## src/rtl/pht_gshare_ctrl_pkg.sv

```systemverilog
// Shared branch-predictor definitions: controller FSM encoding and counter limits.
package pht_gshare_ctrl_pkg;

  localparam int PKG_CNT_W = 3;

  typedef enum logic [1:0] {
    IDLE   = 2'd0,
    UPD_RD = 2'd1,
    UPD_WR = 2'd2
  } pht_state_e;

  localparam logic [PKG_CNT_W-1:0] CNT_MAX = 3'd7;
  localparam logic [PKG_CNT_W-1:0] CNT_MIN = 3'd0;
  localparam int                   CNT_TAKEN_BIT = PKG_CNT_W - 1;

endpackage

```

## src/rtl/pht_gshare_ctrl_sat_counter_next.sv

```systemverilog
// Next value of a saturating direction counter; purely combinational, no backpressure.
// Saturates at CNT_MAX/CNT_MIN and never wraps.
module sat_counter_next
  import pht_gshare_ctrl_pkg::*;
(
  input  logic [PKG_CNT_W-1:0] i_old,
  input  logic                 i_taken,
  output logic [PKG_CNT_W-1:0] o_new
);

  always_comb begin
    o_new = i_old;
    if (i_taken && (i_old != CNT_MAX)) begin
      o_new = i_old + 1'b1;
    end else if (!i_taken && (i_old != CNT_MIN)) begin
      o_new = i_old - 1'b1;
    end
  end

endmodule

```

## src/rtl/pht_gshare_ctrl.sv

```systemverilog
// Gshare PHT controller: 1-cycle prediction, 3-cycle read-modify-write update on the shared table port.
// Updates win arbitration; PredReady/UpdReady stay low through UPD_RD and UPD_WR.
module pht_gshare_ctrl
  import pht_gshare_ctrl_pkg::*;
#(
  parameter int PC_W   = 32,
  parameter int IDX_W  = 8,
  parameter int CNT_W  = 3,
  parameter int PERF_W = 32
) (
  input  logic              Clk,
  input  logic              Rest,
  input  logic              PredValid,
  input  logic [PC_W-1:0]   PredPc,
  output logic              PredReady,
  output logic              PredOutValid,
  output logic              PredTaken,
  output logic [IDX_W-1:0]  PredIndex,
  input  logic              UpdValid,
  input  logic [IDX_W-1:0]  UpdIndex,
  input  logic              UpdTaken,
  output logic              UpdReady,
  output logic [IDX_W-1:0]  TblAddr,
  output logic              TblWen,
  output logic [CNT_W-1:0]  TblDin,
  input  logic [CNT_W-1:0]  TblDout,
  output logic [IDX_W-1:0]  Ghr,
  output logic [PERF_W-1:0] MispredCnt
);

  pht_state_e       r_state;
  pht_state_e       w_state_nxt;
  logic [IDX_W-1:0] r_ghr;
  logic [PERF_W-1:0] r_mispred;
  logic             r_pred_pend;
  logic [IDX_W-1:0] r_pred_idx;
  logic             r_pred_taken;
  logic [IDX_W-1:0] r_upd_idx;
  logic             r_upd_taken;

  logic             w_pred_acc;
  logic             w_upd_acc;
  logic [IDX_W-1:0] w_hash;
  logic [CNT_W-1:0] w_cnt_new;
  logic             w_unused_pc;

  assign w_hash      = PredPc[IDX_W+1:2] ^ r_ghr;
  assign w_unused_pc = ^{PredPc[PC_W-1:IDX_W+2], PredPc[1:0]};

  sat_counter_next u_sat (
    .i_old   (TblDout),
    .i_taken (r_upd_taken),
    .o_new   (w_cnt_new)
  );

  always_comb begin
    w_state_nxt = r_state;
    PredReady   = 1'b0;
    UpdReady    = 1'b0;
    TblAddr     = '0;
    TblWen      = 1'b0;
    TblDin      = '0;
    w_pred_acc  = 1'b0;
    w_upd_acc   = 1'b0;
    unique case (r_state)
      IDLE: begin
        if (UpdValid) begin
          UpdReady    = 1'b1;
          w_upd_acc   = 1'b1;
          TblAddr     = UpdIndex;
          w_state_nxt = UPD_RD;
        end else begin
          PredReady = 1'b1;
          if (PredValid) begin
            w_pred_acc = 1'b1;
            TblAddr    = w_hash;
          end
        end
      end
      UPD_RD: begin
        TblAddr     = r_upd_idx;
        TblDin      = w_cnt_new;
        TblWen      = 1'b1;
        w_state_nxt = UPD_WR;
      end
      UPD_WR:  w_state_nxt = IDLE;
      default: w_state_nxt = IDLE;
    endcase
    // Table port and handshakes go quiet the instant reset asserts, not at the next edge.
    if (!Rest) begin
      PredReady  = 1'b0;
      UpdReady   = 1'b0;
      TblAddr    = '0;
      TblWen     = 1'b0;
      TblDin     = '0;
      w_pred_acc = 1'b0;
      w_upd_acc  = 1'b0;
    end
  end

  always_ff @(posedge Clk or negedge Rest) begin
    if (!Rest) begin
      r_state      <= IDLE;
      r_ghr        <= '0;
      r_mispred    <= '0;
      r_pred_pend  <= 1'b0;
      r_pred_idx   <= '0;
      r_pred_taken <= 1'b0;
      r_upd_idx    <= '0;
      r_upd_taken  <= 1'b0;
    end else begin
      r_state     <= w_state_nxt;
      r_pred_pend <= w_pred_acc;
      if (w_pred_acc) begin
        r_pred_idx <= w_hash;
      end
      if (r_pred_pend) begin
        r_pred_taken <= TblDout[CNT_TAKEN_BIT];
      end
      if (w_upd_acc) begin
        r_upd_idx   <= UpdIndex;
        r_upd_taken <= UpdTaken;
      end
      if (r_state == UPD_RD) begin
        r_ghr <= {r_ghr[IDX_W-2:0], r_upd_taken};
        if (TblDout[CNT_TAKEN_BIT] != r_upd_taken) begin
          r_mispred <= r_mispred + 1'b1;
        end
      end
    end
  end

  assign PredOutValid = r_pred_pend;
  assign PredTaken    = r_pred_pend ? TblDout[CNT_TAKEN_BIT] : r_pred_taken;
  assign PredIndex    = r_pred_idx;
  assign Ghr          = r_ghr;
  assign MispredCnt   = r_mispred;

endmodule

```

## config.mk

```make
export PLATFORM = sky130hd
export DESIGN_NAME = pht_gshare_ctrl
export DESIGN_NICKNAME = d
export VERILOG_FILES = /design/src/rtl/pht_gshare_ctrl_pkg.sv /design/src/rtl/pht_gshare_ctrl_sat_counter_next.sv /design/src/rtl/pht_gshare_ctrl.sv
export SDC_FILE = /design/constraint.sdc
export NUM_CORES = 1
export LEC_CHECK = 0
export CAP_MARGIN = 15
export CORE_MARGIN = 2
export CORE_UTILIZATION = 40
export CTS_CLUSTER_SIZE = 40
export DETAILED_ROUTE_END_ITERATION = 16
export PLACE_DENSITY_LB_ADDON = 0.1
export SYNTH_ARGS = -nofsm -noshare
export SYNTH_HDL_FRONTEND = slang
export SYNTH_SLANG_ARGS = --single-unit
```

## constraint.sdc

```tcl
create_clock -name Clk -period 4.22 [get_ports Clk]
set_clock_uncertainty 0.05 [all_clocks]
set_input_delay 0.844 -clock Clk [delete_from_list [all_inputs] [get_ports Clk]]
set_output_delay 0.844 -clock Clk [all_outputs]
set_load 0.02 [all_outputs]
```

---- Word-level counts from Yosys, hierarchy flattened ----
Cells that the tools add are included.
cells by class
  add/subtract/negate cells ............... 3
  $mul .................................... 0
  divide/modulo/power cells ............... 0
  order comparisons ....................... 0
  equality and inequality tests ........... 4
  shifts and indexed selects .............. 0
  mux-type cells .......................... 23
  bitwise operators ....................... 1
  reduce and logical (&&, ||, !) cells .... 6
operators with widths
  cell                                                                count
  32-bit by 1-bit adder with 32-bit output, second input constant     1
  8-bit two-way mux                                                   3
  8-bit case mux with 2 select lines                                  1
  1-bit two-way mux                                                   13
  3-bit two-way mux                                                   4
  8-bit XOR                                                           1
  2-bit case mux with 2 select lines                                  1
  3-bit by 1-bit adder with 3-bit output, second input constant       1
  3-bit != test, second input constant                                1
  3-bit nonzero test                                                  1
  3-bit by 1-bit subtractor with 3-bit output, second input constant  1
  2-bit by 1-bit == test with 1-bit output, second input constant     1
  1-bit logical AND                                                   2
  2-bit zero test                                                     1
  2-bit two-way mux                                                   1
  2-bit != test, second input constant                                1
  2-bit AND reduction                                                 1
  1-bit zero test                                                     1
  1-bit != test                                                       1
storage, ports and cells
  register bits ........................... 61
  bits in latches ......................... 0
  bits in writable memories ............... 0
  memory bits (read-only) ................. 0
  output and inout port bits .............. 64
  memories kept ........................... 0

---- Depth between registers and ports, before layout ----
Gate-level depths: netlist of the first run.
  word-level depth ........................ 6
  mapped depth ............................ 6
  gate-level depth less buffers ........... 6

---- Modules after synthesis ----
A second synthesis of the first run with hierarchy kept.
second synthesis, totals
  cell total of the unflattened synthesis .. 247
  area total of the unflattened synthesis .. 2,911.5 um2
by module, submodules not included
  module            instances  cells each  area an instance (um2)
  pht_gshare_ctrl   1          232         2,778.9
  sat_counter_next  1          15          132.6

---- Worst setup path before layout of the first run ----
Ideal clock, no wire load.
  path kind ............................... input -> output
  start point ............................. in UpdValid
  end point ............................... out TblAddr[4]
  arrival time ............................ 2,634 ps
  slack ................................... 692 ps
  cell stages on the path ................. 4
  cell sequence ........................... nor4b_1 -> nand2_1 -> clkbuf_1 -> o21ai_0
on the way
  cells in the longest elaborated chain, start to end .. 3
ends and longest elaborated chain
  item                                RTL line               source
  start: declaration                  pht_gshare_ctrl.sv:19  input logic UpdValid,
  8-bit two-way mux                   pht_gshare_ctrl.sv:67  if (UpdValid) begin
  8-bit case mux with 2 select lines  pht_gshare_ctrl.sv:65  unique case (r_state)
  8-bit two-way mux                   pht_gshare_ctrl.sv:90  if (!Rest) begin
  end: declaration                    pht_gshare_ctrl.sv:23  output logic [IDX_W-1:0] TblAddr,
Every way passes these cells.

---- Final worst setup path of the first run ----
  start point ............................. in UpdValid
  end point ............................... out TblAddr[5]
The elaborated chain is that of the path after synthesis.

==> flow_summary.ini, run 1 <==
[clock_tree]
cts_buffers = 9
cts_sinks = 61
worstSkewPairLatency_ns = 0.33
cts_hold_buf = 0
cts_max_path_buffers = 2
htreeDepth = 3
cts_resized = 0
clkSlewWorstSetupHoldPaths_ns = 0.07
cts_tree = yes
clock-root-buffer = clkbuf_8
post_cts_buffers = 0

[sta]
rsz0062_at_grt = false
slew_headroom_pct = 55.97
period_share_pct = 90.55
worst_slew_pin_slew_ns = 0.6556
hold_viol = 0
min_period_ns = 3.821
slew_viol_final = 0
finalSetupViolations = 0
fin_ws_ns = 0.3988
fmax_mhz = 261.7
setup_tns_ns = 0

[cells_and_area]
antenna-diode-count = 0
fin_area_um2 = 4173
ff_latch_area_um2 = 1526
fillers = 662
syn_to_final_growth_pct = 40.54
drive_gt1_share_pct = 15.04
multi_input_area_um2 = 1355
nets = 407

[die]
fp.coreArea_um2 = 7214
rows = 31
die_h_um = 90.16
io_pins = 112
start_util_pct = 41.16
chipWidth_um = 90.16
fp.dieArea_um2 = 8128

[synth]
ys.flop_type = dfrtp_1
avgSynthCellArea_um2 = 11.46
yosysMostFrequentCell = dfrtp_1
synth_top_area_share_pct = 51.41
synth_common_cells = dfrtp_1 (61), xnor2_1 (30), nand2_1 (24), mux2_2 (20), o21ai_0 (15)
ys_ff_latch = 61
ys.warnings.count = 0
synth_nets = 312
synth_edf_count = 0
synthArstFlopShare_pct = 100.0
synth_cell_type_count = 41
yosysTopAreaCell = dfrtp_1
seq_area_frac_synth_pct = 51.41
syn_inst = 259
yosys-top-cells-area = dfrtp_1 (51%), xnor2_1 (8.8%), mux2_2 (7.6%), nand2_1 (3.0%), xor2_1 (2.9%)
synth.cell_area_um2 = 2969

[grt]
grt_pass1_wl_mm = 10.90
grt_max_degree = 54
antenna_found_initial = 0
grt_util_all_layers_pct = 16.77
grt_util_met1_pct = 21.57
grt_use_met2_pct = 25.63
busiest_layer = met2
met3_usage_pct = 6.119
grt_pass1_vias = 2235
gr-total-overflow = 0

[drt]
firstDrtPassIters = 4
drtAntennaViolNets = 0
viasPerCell = 4.895
drc_errors = 0
vias = 2242
wl_per_cell_um = 13.91
wl_mm = 6.371
drt_iter0_drc = 65

[critical_path]
critPathCaptureType = primary output
critical_path_required_ns = 3.33
start_kind = primary input
r2r_setup_slack_ns = 2.26
rr_endpoint = MispredCnt[22]$_DFFE_PN0P_
crit_family = buffers and inverters
reg2reg_from = r_upd_taken$_DFFE_PN0P_
crit_top_cell = clkdlybuf4s50_1
cp_num_buf_inv = 3
cpPeakStageDelay_ns = 0.64
slowest_stage = clkdlybuf4s50_1
worstSetupPathType = in -> out
arrival_ns = 2.93
critical_path.cell_chain = clkdlybuf4s50_1 > nor4b_1 > nand2_1 > buf_4 > o21ai_0 > clkdlybuf4s50_1
worstRegToRegCells = 4
worstSetupStartpoint = UpdValid
worstPathMaxFanout = 14

[power]
ir_drop_mv = 0.4660
p_per_area_nw_per_um2 = 507.2
p_leak_nw = 1.728

[placement]
gp_congestion = 0.7618
placed_area_um2 = 3958
portBuffers = 87
place_ws_ns = 0.2929
dp_hpwl_mm = 4.650

[outcome]
run_status = finished, final reports clean

[hold_path]
hold_class = in -> async

[job]
drv_cap = 0
report_power, final:
group,switching (mW),leakage [nW],total [mW],internal (mW)
Combinational,0.334,0.843,0.707,0.373
Sequential,0.126,0.774,0.848,0.722
Clock,0.229,0.110,0.562,0.333
Total,0.689,1.73,2.12,1.43
how the worst max path moves through the flow:
stage	depth (start not counted)	slack [ns]	to
3_5_place_dp	6	0.29	TblAddr[5]
3_3_place_gp	6	0.30	TblAddr[5]
2_1_floorplan	4	0.69	TblAddr[4]
5_1_grt	6	0.23	TblAddr[5]
6_report	6	0.40	TblAddr[5]
4_1_cts	6	0.30	TblAddr[5]
cells in the final DEF, fill, tap and decap left out, types with 2 or more instances in the layout:
cell type,instances
nand2_1,24
nor2_1,9
nor3b_1,2
o21ai_0,15
bufinv_16,2
clkdlybuf4s50_1,86
and4_1,6
and2b_2,2
inv_1,7
nor4_2,3
clkinv_2,2
ha_1,5
clkinv_4,2
nand4b_1,2
xor2_1,10
and2_1,4
and3_1,5
xnor2_1,30
nor4b_1,2
dfrtp_1,61
nand3b_1,3
a22oi_1,6
nand4_1,9
nand3_1,8
mux2_2,20
clkbuf_8,9
buf_4,8
registers in the layout, summed over array words and instances (netlist names):
register	count
r_upd_taken	1
PredOutValid	1
PredIndex	8
Ghr	8
r_pred_taken	1
MispredCnt	32
r_upd_idx	8
r_state	2
routing by layer:
metal / wire length, um / vias to the layer above
met5: 0 / -
met4: 81 / 0
met3: 452 / 7
met2: 2917 / 59
met1: 2920 / 1077
li1: - / 1099
cell type report:
type | count | area share, %
multi-input combinational | 180 | 32.47
tap | 99 | 2.969
inverter | 7 | 0.6297
clock inverter | 6 | 2.099
timing repair buffer | 95 | 22.19
clock buffer | 10 | 3.058
sequential | 61 | 36.58
kinds of logic after synthesis:
kind of cell,after synthesis,share of synthesized area (%)
fa+ha+maj,5,2.107
compound gates,27,5.563
xor+xnor,41,12.35
mux,20,7.585
flops,61,51.41
simple gates,87,18.04
buf+inv,18,2.950
stage by stage:
| stage | std cells | power [mW] | utilization, % | hold slack, ns |
|---|---|---|---|---|
| after global placement | 442 | 1.568 | 54.86 | 0.4062 |
| final | 458 | 2.117 | 57.84 | 0.4173 |
| after CTS | 458 | 2.148 | 57.84 | 0.4112 |
| after detailed placement | 442 | 1.575 | 54.86 | 0.4107 |
| after floorplan | 259 | 1.222 | - | 0.4251 |
| after global routing | 458 | 2.244 | 57.84 | 0.4229 |
Note: power is estimated with default switching activity, not from simulation.
==> run 2: changes to the inputs <==
--- a/config.mk
+++ b/config.mk
@@ -11,6 +11,7 @@
 export CTS_CLUSTER_SIZE = 40
 export DETAILED_ROUTE_END_ITERATION = 16
 export PLACE_DENSITY_LB_ADDON = 0.1
+export SLEW_MARGIN = 20
 export SYNTH_ARGS = -nofsm -noshare
 export SYNTH_HDL_FRONTEND = slang
 export SYNTH_SLANG_ARGS = --single-unit
==> results of run 2 <==
Same layout as run 1: the final DEF is identical, and so are final timing and power.
